**src/rtl/radix5_pkg.sv**
```systemverilog
// Shared definitions for the radix-5 butterfly back end.
//   DefaultW  : default bits per real/imag word
//   DefaultNp : complex words per butterfly result frame (a, b, c)
//   cplx_t    : one complex word {re, im}
//   frame_t   : one full parallel result frame
package radix5_pkg;

  localparam int unsigned DefaultW  = 32;
  localparam int unsigned DefaultNp = 3;

  typedef struct packed {
    logic [DefaultW-1:0] re;
    logic [DefaultW-1:0] im;
  } cplx_t;

  typedef cplx_t [DefaultNp-1:0] frame_t;

endpackage

```
**src/rtl/radix5_frame_fifo.sv**
```systemverilog
// Frame FIFO: stores whole parallel frames, one write and one pop per cycle.
//   clk_i, rst_ni : clock, async active-low reset
//   wr_en_i       : store wr_data_i at the write pointer (caller guarantees room)
//   wr_data_i     : frame payload
//   rd_en_i       : retire the frame at the read pointer (caller guarantees non-empty)
//   rd_data_o     : frame at the read pointer
//   cnt_o         : frames held, 0..Depth
module radix5_frame_fifo #(
  parameter int unsigned Width = 192,
  parameter int unsigned Depth = 8
) (
  input  logic                       clk_i,
  input  logic                       rst_ni,
  input  logic                       wr_en_i,
  input  logic [Width-1:0]           wr_data_i,
  input  logic                       rd_en_i,
  output logic [Width-1:0]           rd_data_o,
  output logic [$clog2(Depth+1)-1:0] cnt_o
);

  localparam int unsigned PtrW = $clog2(Depth);
  localparam int unsigned CntW = $clog2(Depth+1);

  logic [Width-1:0] mem_q [Depth];
  logic [PtrW-1:0]  wr_ptr_q, rd_ptr_q;
  logic [CntW-1:0]  cnt_q, cnt_d;

  // Storage carries no reset; nothing reads it while the count is zero.
  always_ff @(posedge clk_i) begin
    if (wr_en_i) mem_q[wr_ptr_q] <= wr_data_i;
  end

  always_comb begin
    cnt_d = cnt_q;
    unique case ({wr_en_i, rd_en_i})
      2'b10:   cnt_d = cnt_q + 1'b1;
      2'b01:   cnt_d = cnt_q - 1'b1;
      default: cnt_d = cnt_q;
    endcase
  end

  // Depth is a power of two, so pointers wrap by natural overflow.
  always_ff @(posedge clk_i or negedge rst_ni) begin
    if (!rst_ni) begin
      wr_ptr_q <= '0;
      rd_ptr_q <= '0;
      cnt_q    <= '0;
    end else begin
      if (wr_en_i) wr_ptr_q <= wr_ptr_q + 1'b1;
      if (rd_en_i) rd_ptr_q <= rd_ptr_q + 1'b1;
      cnt_q <= cnt_d;
    end
  end

  assign rd_data_o = mem_q[rd_ptr_q];
  assign cnt_o     = cnt_q;

endmodule

```
**src/rtl/radix5_frame_collector.sv**
```systemverilog
// Captures parallel radix-5 butterfly result frames and replays them as a serial
// complex stream with valid/ready backpressure. Issue credits bound launches to
// what the frame FIFO can hold.
//   clk, rst_n           : clock, async active-low reset
//   issue_i / credit_o   : upstream launch / launch permitted
//   in_valid, in_re/img  : parallel result frame, word k at [k*W +: W]
//   out_valid/ready      : serial handshake
//   out_re/img, out_idx  : current word and its position in the frame
//   out_last             : final word of the frame
//   ovf_err              : sticky, a frame arrived with no room and was dropped
// Build option RADIX5_COLL_LAT_CHECK_EN adds lat_err: sticky, in_valid did not
// follow a counted launch by exactly LAT cycles.
module radix5_frame_collector
  import radix5_pkg::*;
#(
  parameter int unsigned W     = DefaultW,
  parameter int unsigned NP    = DefaultNp,
  parameter int unsigned DEPTH = 8,
  parameter int unsigned LAT   = 38
) (
  input  logic            clk,
  input  logic            rst_n,
  input  logic            issue_i,
  output logic            credit_o,
  input  logic            in_valid,
  input  logic [NP*W-1:0] in_re,
  input  logic [NP*W-1:0] in_img,
  output logic            out_valid,
  input  logic            out_ready,
  output logic [W-1:0]    out_re,
  output logic [W-1:0]    out_img,
  output logic [2:0]      out_idx,
  output logic            out_last,
  output logic            ovf_err
`ifdef RADIX5_COLL_LAT_CHECK_EN
  ,
  output logic            lat_err
`endif
);

  localparam int unsigned CntW = $clog2(DEPTH+1);

  logic [CntW-1:0]   cred_cnt_q, cred_cnt_d;
  logic [CntW-1:0]   fifo_cnt;
  logic [2:0]        idx_q;
  logic              ovf_err_q;
  logic              launch, pop_word, pop_last, wr_en;
  logic [2*NP*W-1:0] rd_data;

  assign credit_o = (cred_cnt_q < CntW'(DEPTH));
  assign launch   = issue_i && credit_o;
  assign pop_word = out_valid && out_ready;
  assign pop_last = pop_word && (idx_q == 3'(NP-1));
  // A final-word pop frees a slot in the same cycle, so a full FIFO still accepts.
  assign wr_en    = in_valid && ((fifo_cnt < CntW'(DEPTH)) || pop_last);

  always_comb begin
    cred_cnt_d = cred_cnt_q;
    unique case ({launch, pop_last})
      2'b10:   cred_cnt_d = cred_cnt_q + 1'b1;
      2'b01:   cred_cnt_d = cred_cnt_q - 1'b1;
      default: cred_cnt_d = cred_cnt_q;
    endcase
  end

  always_ff @(posedge clk or negedge rst_n) begin
    if (!rst_n) begin
      cred_cnt_q <= '0;
      idx_q      <= '0;
      ovf_err_q  <= 1'b0;
    end else begin
      cred_cnt_q <= cred_cnt_d;
      if (pop_word) idx_q <= pop_last ? 3'd0 : idx_q + 3'd1;
      if (in_valid && !wr_en) ovf_err_q <= 1'b1;
    end
  end

  radix5_frame_fifo #(
    .Width (2*NP*W),
    .Depth (DEPTH)
  ) u_fifo (
    .clk_i     (clk),
    .rst_ni    (rst_n),
    .wr_en_i   (wr_en),
    .wr_data_i ({in_img, in_re}),
    .rd_en_i   (pop_last),
    .rd_data_o (rd_data),
    .cnt_o     (fifo_cnt)
  );

  // Stored layout is {img[NP], re[NP]}.
  assign out_valid = (fifo_cnt != '0);
  assign out_re    = out_valid ? rd_data[int'(idx_q)*W +: W] : '0;
  assign out_img   = out_valid ? rd_data[NP*W + int'(idx_q)*W +: W] : '0;
  assign out_idx   = idx_q;
  assign out_last  = (idx_q == 3'(NP-1));
  assign ovf_err   = ovf_err_q;

`ifdef RADIX5_COLL_LAT_CHECK_EN
  logic [LAT-1:0] launch_sr_q;
  logic           lat_err_q;

  // Bit LAT-1 holds the launch decision from exactly LAT cycles ago.
  always_ff @(posedge clk or negedge rst_n) begin
    if (!rst_n) begin
      launch_sr_q <= '0;
      lat_err_q   <= 1'b0;
    end else begin
      launch_sr_q <= {launch_sr_q[LAT-2:0], launch};
      if (in_valid != launch_sr_q[LAT-1]) lat_err_q <= 1'b1;
    end
  end

  assign lat_err = lat_err_q;
`else
  logic unused_lat;
  assign unused_lat = (LAT != 0);
`endif

endmodule

```
**config.mk**
```make
export PLATFORM = sky130hd
export DESIGN_NAME = radix5_frame_collector
export DESIGN_NICKNAME = d
export VERILOG_FILES = /design/src/rtl/radix5_pkg.sv /design/src/rtl/radix5_frame_fifo.sv /design/src/rtl/radix5_frame_collector.sv
export SDC_FILE = /design/constraint.sdc
export NUM_CORES = 2
export LEC_CHECK = 0
export CORE_UTILIZATION = 46
export DETAILED_ROUTE_END_ITERATION = 10
export DONT_BUFFER_PORTS = 1
export GPL_TIMING_DRIVEN = 0
export PLACE_DENSITY = 0.67
export SYNTH_ARGS = -nofsm -noshare
export SYNTH_HDL_FRONTEND = slang
export SYNTH_SLANG_ARGS = --single-unit
```
**constraint.sdc**
```tcl
create_clock -name clk -period 18.1 [get_ports clk]
set_clock_uncertainty 0.1 [all_clocks]
set_input_delay 0 -clock clk [delete_from_list [all_inputs] [get_ports clk]]
set_output_delay 0 -clock clk [all_outputs]
set_load 0.02 [all_outputs]
```
# ---- Word level (Yosys, flattened, before mapping)
# Memories as Yosys holds them, arrays and structs flattened.
# Index checks and enable logic that the tools add are counted.
dict set report totals {
  out_inout_bits 71
  word_cells 41
  reg_bits 18
  in_bits 197
  n_memories 1
  ramBits 1536
}
# name depth width read_ports rd_ports_with_merged_regs write_ports line_no
set memory_table {}
lappend memory_table {u_fifo.mem_q 8 192 1 0 1 radix5_frame_fifo.sv:24} ;# logic [Width-1:0] mem_q [Depth];
dict set report op_classes {
  n_lt_le_gt_ge 2
  eq_ne 5
  add_sub_neg 8
  n_reduce_logical 10
  mux 7
  shifts 2
}
# op n
set ops {}
lappend ops {{$shiftx A192 B10 Y32} 1}
lappend ops {{$shiftx A192 B9 Y32} 1}
lappend ops {{$mux W32} 2}
lappend ops {{$pmux W4 S2} 2}
lappend ops {{$add A3 B1 Y3 const B} 3}
lappend ops {{$add A7 B8 Y9 const A} 1}
lappend ops {{$add A4 B1 Y4 const B} 2}
lappend ops {{$lt A4 B4 Y1 const B} 2}
lappend ops {{$sub A4 B1 Y4 const B} 2}
lappend ops {{$logic_and A1 B1 Y1} 5}
lappend ops {{$eq A2 B1 Y1 const B} 2}
lappend ops {{$eq A2 B2 Y1 const B} 2}
lappend ops {{$reduce_bool A2 Y1} 2}
lappend ops {{$reduce_bool A4 Y1} 1}
lappend ops {{$eq A3 B2 Y1 const B} 1}
lappend ops {{$mux W3} 1}
lappend ops {{$mux W1} 2}
lappend ops {{$logic_not A1 Y1} 1}
lappend ops {{$logic_or A1 B1 Y1} 1}

# ---- Depth between registers and ports, before layout
dict set report depth {
  ltp_word 7
  ltp_mapped 15
  ltp_nobuf 13
}

# ---- Hierarchy
# A second synthesis with hierarchy kept.
dict set report hier_totals {
  hier_cells 2589
  hier_area_um2 61250.0
}
# module seq_area_each_um2 area_per_inst_um2 instances cells_each
set by_module_without_submodules {}
lappend by_module_without_submodules {radix5_frame_fifo 46374.5 58233.4 1 2276}
lappend by_module_without_submodules {radix5_frame_collector 200.2 3016.6 1 313}

# ---- Worst setup path after synthesis
# Ideal clock, no wire load.
dict set report synth_path {
  path_type {register to register}
  startpoint {reg idx_q[0] (netlist: out_idx[0])}
  endpoint {mem u_fifo.mem_q[1][0], enable pin}
  synth_period_minus_slack_ps 16459
  required_time_ps 17021
  setup_slack_ps 1641
  arrival_time_ps 15380
  n_path_buf 2
  path_stages_with_launch 10
  setup_time_ps 979
  cell_sequence {dfrtp_1 inv_1 clkbuf_1 clkbuf_1 ha_1 nor2b_1 nand2_1 a21boi_1 nand2_1 nor3_1}
}
dict set report synth_via {
  elab_chain_len 6
}
# element line_no
set synth_lines {}
lappend synth_lines {{start: declaration} radix5_frame_collector.sv:45} ;# logic [2:0] idx_q;
lappend synth_lines {{start signal: assignment} radix5_frame_collector.sv:73} ;# if (pop_word) idx_q <= pop_last ? 3'd0 : idx_q + 3'd1;
lappend synth_lines {{$eq A3 B2 Y1} -}
lappend synth_lines {{net out_last} radix5_frame_collector.sv:33} ;# output logic out_last,
lappend synth_lines {{$logic_and A1 B1 Y1} radix5_frame_collector.sv:53} ;# assign pop_last = pop_word && (idx_q == 3'(NP-1));
lappend synth_lines {{$logic_or A1 B1 Y1} radix5_frame_collector.sv:55} ;# assign wr_en = in_valid && ((fifo_cnt < CntW'(DEPTH)) || pop_last);
lappend synth_lines {{$logic_and A1 B1 Y1} radix5_frame_collector.sv:55}
lappend synth_lines {{$mux W1} radix5_frame_fifo.sv:30} ;# if (wr_en_i) mem_q[wr_ptr_q] <= wr_data_i;
lappend synth_lines {{$mux W1 (not written as such)} radix5_frame_fifo.sv:30}
lappend synth_lines {{end: declaration} radix5_frame_fifo.sv:24}
# The timed path passes the listed nets, and every way through them passes these cells.

# ---- Worst setup path after layout
dict set report layout_path {
  startpoint {reg idx_q[0] (netlist: out_idx[0])}
  endpoint {mem u_fifo.mem_q[1][124], enable pin}
}
# The elaborated chain is that of the path after synthesis.

==> parameters.txt <==
Parameter                              Value

Setup path
  Required time at the worst-slack endpoint ... between 15 and 20 ns
  Arr. time, crit path ... about 7.3 ns
  Category of the worst setup path capture point ... flip-flop
  Worst Path Max Fanout ... 10
  Kind of start point of the critical path ... flip-flop
  Critical setup path kind ... flip-flop to flip-flop
  Depth of the most critical reg-to-reg path ... 16

Clock network
  Hold-fix buffer count after cts ... about 390
  Max H-tree Level ... 4
  Clock Path Buffers ... 3
  Cts repair resizes ... 0
  Clock Sink Count ... approximately 1600
  Buffer cell driving the clock tree root ... sky130_fd_sc_hd__clkbuf_16
  Post-CTS setup-driven buffer insertion count ... 0
  Clock tree from TritonCTS ... built
  Clock latency on the worst-skew pair ... 0.79 ns
  Worst-path clk slew ... approximately 0.060 ns
  Num CTS Buffers ... ~160

Cells and area
  Area growth from synthesis to layout ... 21.3%
  Leading cell types in the layout, fill and taps excluded ... sky130_fd_sc_hd__edfxtp_1 (1536), sky130_fd_sc_hd__dlygate4sd3_1 (385), sky130_fd_sc_hd__mux2_2 (277)
  Final cell count without fillers ... around 5600
  Share of post-route cells with drive strength above 1 ... 0.260
  Net count of the finished layout ... around 3900
  Most common cell after layout, fill and taps aside ... sky130_fd_sc_hd__edfxtp_1

Synthesis
  Compound-Gate Fraction of Synth Area ... 0.0255
  Average cell area after synthesis ... between 20 and 25 um2
  Fraction of the mapped netlist area in simple logic gates ... 0.0286
  Count of flip-flops with a built-in enable after synthesis ... 1536
  Total number of yosys warnings ... 0
  #FFs+latches synth ... 1554
  Xor/xnor share of the synthesized area ... 0.00187
  Share of the yosys chip area belonging to registers ... 0.766
  Syn nets ... around 3200
  Main combinational cell family by area after synthesis ... multiplexers
  Mapped Area ... 0.0608 mm2
  Proportion of synthesized area in mux cells ... 0.160
  Async SR Flop Fraction ... 0.0116
  Number of cells produced by synthesis ... about 3000
  Number of unique standard cell types used by synthesis ... 39
  Fraction of the mapped netlist area in adder cells ... 0.00239
  Main synth FF type ... sky130_fd_sc_hd__edfxtp_1

STA
  Time the worst path needs with I/O delays and setup ... about 7 ns
  Portion of the clock cycle consumed by the worst path in the final layout ... 0.380
  Slew Limit Headroom ... -0.0781
  Max frequency ... roughly 150 MHz
  Final Hold Fails ... 0
  Final-report setup violation count ... 0
  Final-layout setup total negative slack ... 0 ns
  RSZ-0062 raised after global routing ... false
  Setup WS post-layout ... 11.22 ns
  Max-slew violation count ... 2
  Least-Margin Pin Slew ... roughly 1.6 ns

Route
  Via-to-Cell Ratio ... roughly 5.9
  First-pass iteration count of the detailed router ... 6
  Aggregate routed wire length ... around 170 mm
  Via count of the routed design ... approximately 33000
  Iter 0 DRT Violations ... 4198
  Number of remaining DRC errors ... 0
  Routed length per instance ... roughly 30 um
  Number of nets still failing antenna checks after routing ... 0

Power
  Cell Pwr Density ... between 150 and 200 mW/mm2
  Peak ir drop on the vdd network ... ~0.11 mV
  PnR Total Power ... about 12 mW
  Cell leakage power ... around 24 nW

Placement
  Pre-CTS setup slack ... about 11 ns
  Global placement routability congestion ... 0.880
  Post-detailed-placement half-perimeter wirelength ... roughly 120 mm
  Placed Instances ... around 4900
  Number of port buffers ... 0

Die
  Die Width ... 366 um
  DIE HEIGHT ... between 300 and 400 um
  Starting Density ... 0.463
  FP Rows ... between 100 and 150
  Die area ... between 0.1 and 0.15 mm2
  IO Count ... 268
  Core footprint ... 0.131 mm2

Global route
  Overall overflow remaining after global route ... 0
  Global-route wire length before repair ... 237 mm
  Via count of the first global-routing pass ... approximately 33000
  Gr usage total ... 0.252
  Pin count of the biggest net entering global routing ... 28
  Antenna violations before repair ... 19

Run status
  Status ... complete, but fails checks
  Failing checks ... max-capacitance violations, max-slew violations

Hold path
  Kind of path behind the tightest hold check ... input pin to flip-flop
  Worst Hold Path Cells ... 1

Flow run
  Number of maximum-capacitance constraint violations ... 4
==> cell families after synthesis <==
family,Yosys count
xor+xnor,13
buf+inv,186
flops,1554
simple gates,387
fa+ha+maj,11
compound gates,265
mux,608
==> per-stage QoR <==
| stage | cell area, um2 | hold slack [ns] | util |
|---|---|---|---|
| after detailed placement | 64700 | -0.395 | 0.493 |
| after global routing | 73800 | 0.0341 | 0.562 |
| after global placement | 63000 | -0.395 | 0.480 |
| after CTS | 73700 | 0.00472 | 0.561 |
| final | 73800 | 0.0512 | 0.562 |
| after floorplan | 60800 | -0.396 | - |
==> critical path: stages (launching register included) <==
cell,delay [ns]
sky130_fd_sc_hd__dfrtp_1,0.64
sky130_fd_sc_hd__inv_1,0.26
sky130_fd_sc_hd__clkbuf_1,0.50
sky130_fd_sc_hd__clkbuf_1,0.53
sky130_fd_sc_hd__ha_1,0.26
sky130_fd_sc_hd__nor2b_1,0.98
sky130_fd_sc_hd__nand2_1,0.17
sky130_fd_sc_hd__a21boi_1,0.52
sky130_fd_sc_hd__nand2_1,0.35
sky130_fd_sc_hd__nor3_2,0.76
sky130_fd_sc_hd__buf_6,0.25
sky130_fd_sc_hd__buf_6,0.19
sky130_fd_sc_hd__buf_6,0.19
sky130_fd_sc_hd__buf_6,0.19
sky130_fd_sc_hd__buf_6,0.19
sky130_fd_sc_hd__buf_4,0.23
sky130_fd_sc_hd__buf_6,0.19
==> cells in the mapped netlist, types with 16 or more instances <==
| cell type | n | share of area |
|---|---|---|
| sky130_fd_sc_hd__mux2_2 | 277 | 0.051 |
| sky130_fd_sc_hd__nor3_1 | 124 | 0.010 |
| sky130_fd_sc_hd__dfrtp_1 | 18 | 0.0074 |
| sky130_fd_sc_hd__buf_2 | 71 | 0.0058 |
| sky130_fd_sc_hd__buf_4 | 28 | 0.0035 |
| sky130_fd_sc_hd__edfxtp_1 | 1536 | 0.76 |
| sky130_fd_sc_hd__nor2_1 | 197 | 0.012 |
| sky130_fd_sc_hd__buf_1 | 17 | 0.0010 |
| sky130_fd_sc_hd__nor4_1 | 30 | 0.0031 |
| sky130_fd_sc_hd__o22ai_1 | 154 | 0.016 |
| sky130_fd_sc_hd__o21ai_0 | 34 | 0.0028 |
| sky130_fd_sc_hd__mux4_2 | 264 | 0.098 |
| sky130_fd_sc_hd__mux2i_1 | 67 | 0.011 |
| sky130_fd_sc_hd__a21oi_1 | 66 | 0.0054 |
| sky130_fd_sc_hd__clkbuf_1 | 54 | 0.0033 |
| sky130_fd_sc_hd__nand2_1 | 16 | 0.00099 |
==> report_power, final <==
group / leakage, nW / internal [mW] / switching (mW)
combinational: 7.18 / 1.52 / 2.90
sequential: 14.1 / 4.46 / 0.119
clock: 2.47 / 1.85 / 1.37
==> metal layers <==
metal / up-vias / part of all wire / track usage
met5: - / 0.00067 / 0
met4: 20 / 0.029 / 0.0760
met3: 250 / 0.12 / 0.0846
met2: 1702 / 0.45 / 0.379
met1: 17099 / 0.39 / 0.350
li1: 13739 / - / -
==> state kept, by name, indices dropped and copies added (netlist names) <==
register         flops
cred_cnt_q           4
out_idx              3
ovf_err              1
u_fifo.cnt_o         4
u_fifo.rd_ptr_q      3
u_fifo.mem_q      1536
u_fifo.wr_ptr_q      3
==> area by class of cell <==
cell class | count | area [um2]
clock inverter | 90 | 887
tap | 1755 | 2200
multi-input combinational | 1284 | 13400
sequential | 1554 | 46600
timing repair buffer | 490 | 5570
inverter | 6 | 22.5
antenna | 7 | 17.5
clock buffer | 198 | 4190
buffer | 180 | 945
fill | 9838 | 57500
==> worst paths after layout <==
path	startpoint	endpoint	slack, ns
max	out_idx[0]	u_fifo.mem_q[1][124]	11.22
min	in_img[2]	u_fifo.mem_q[0][98]	0.05
max reg2reg	out_idx[0]	u_fifo.mem_q[1][124]	11.22
min reg2reg	cred_cnt_q[0]	cred_cnt_q[0]	0.40
max in group asynchronous	rst_n	out_idx[0]	17.54
min in group asynchronous	rst_n	u_fifo.cnt_o[1]	0.20
No activity file was read; power rests on OpenSTA's default activity.
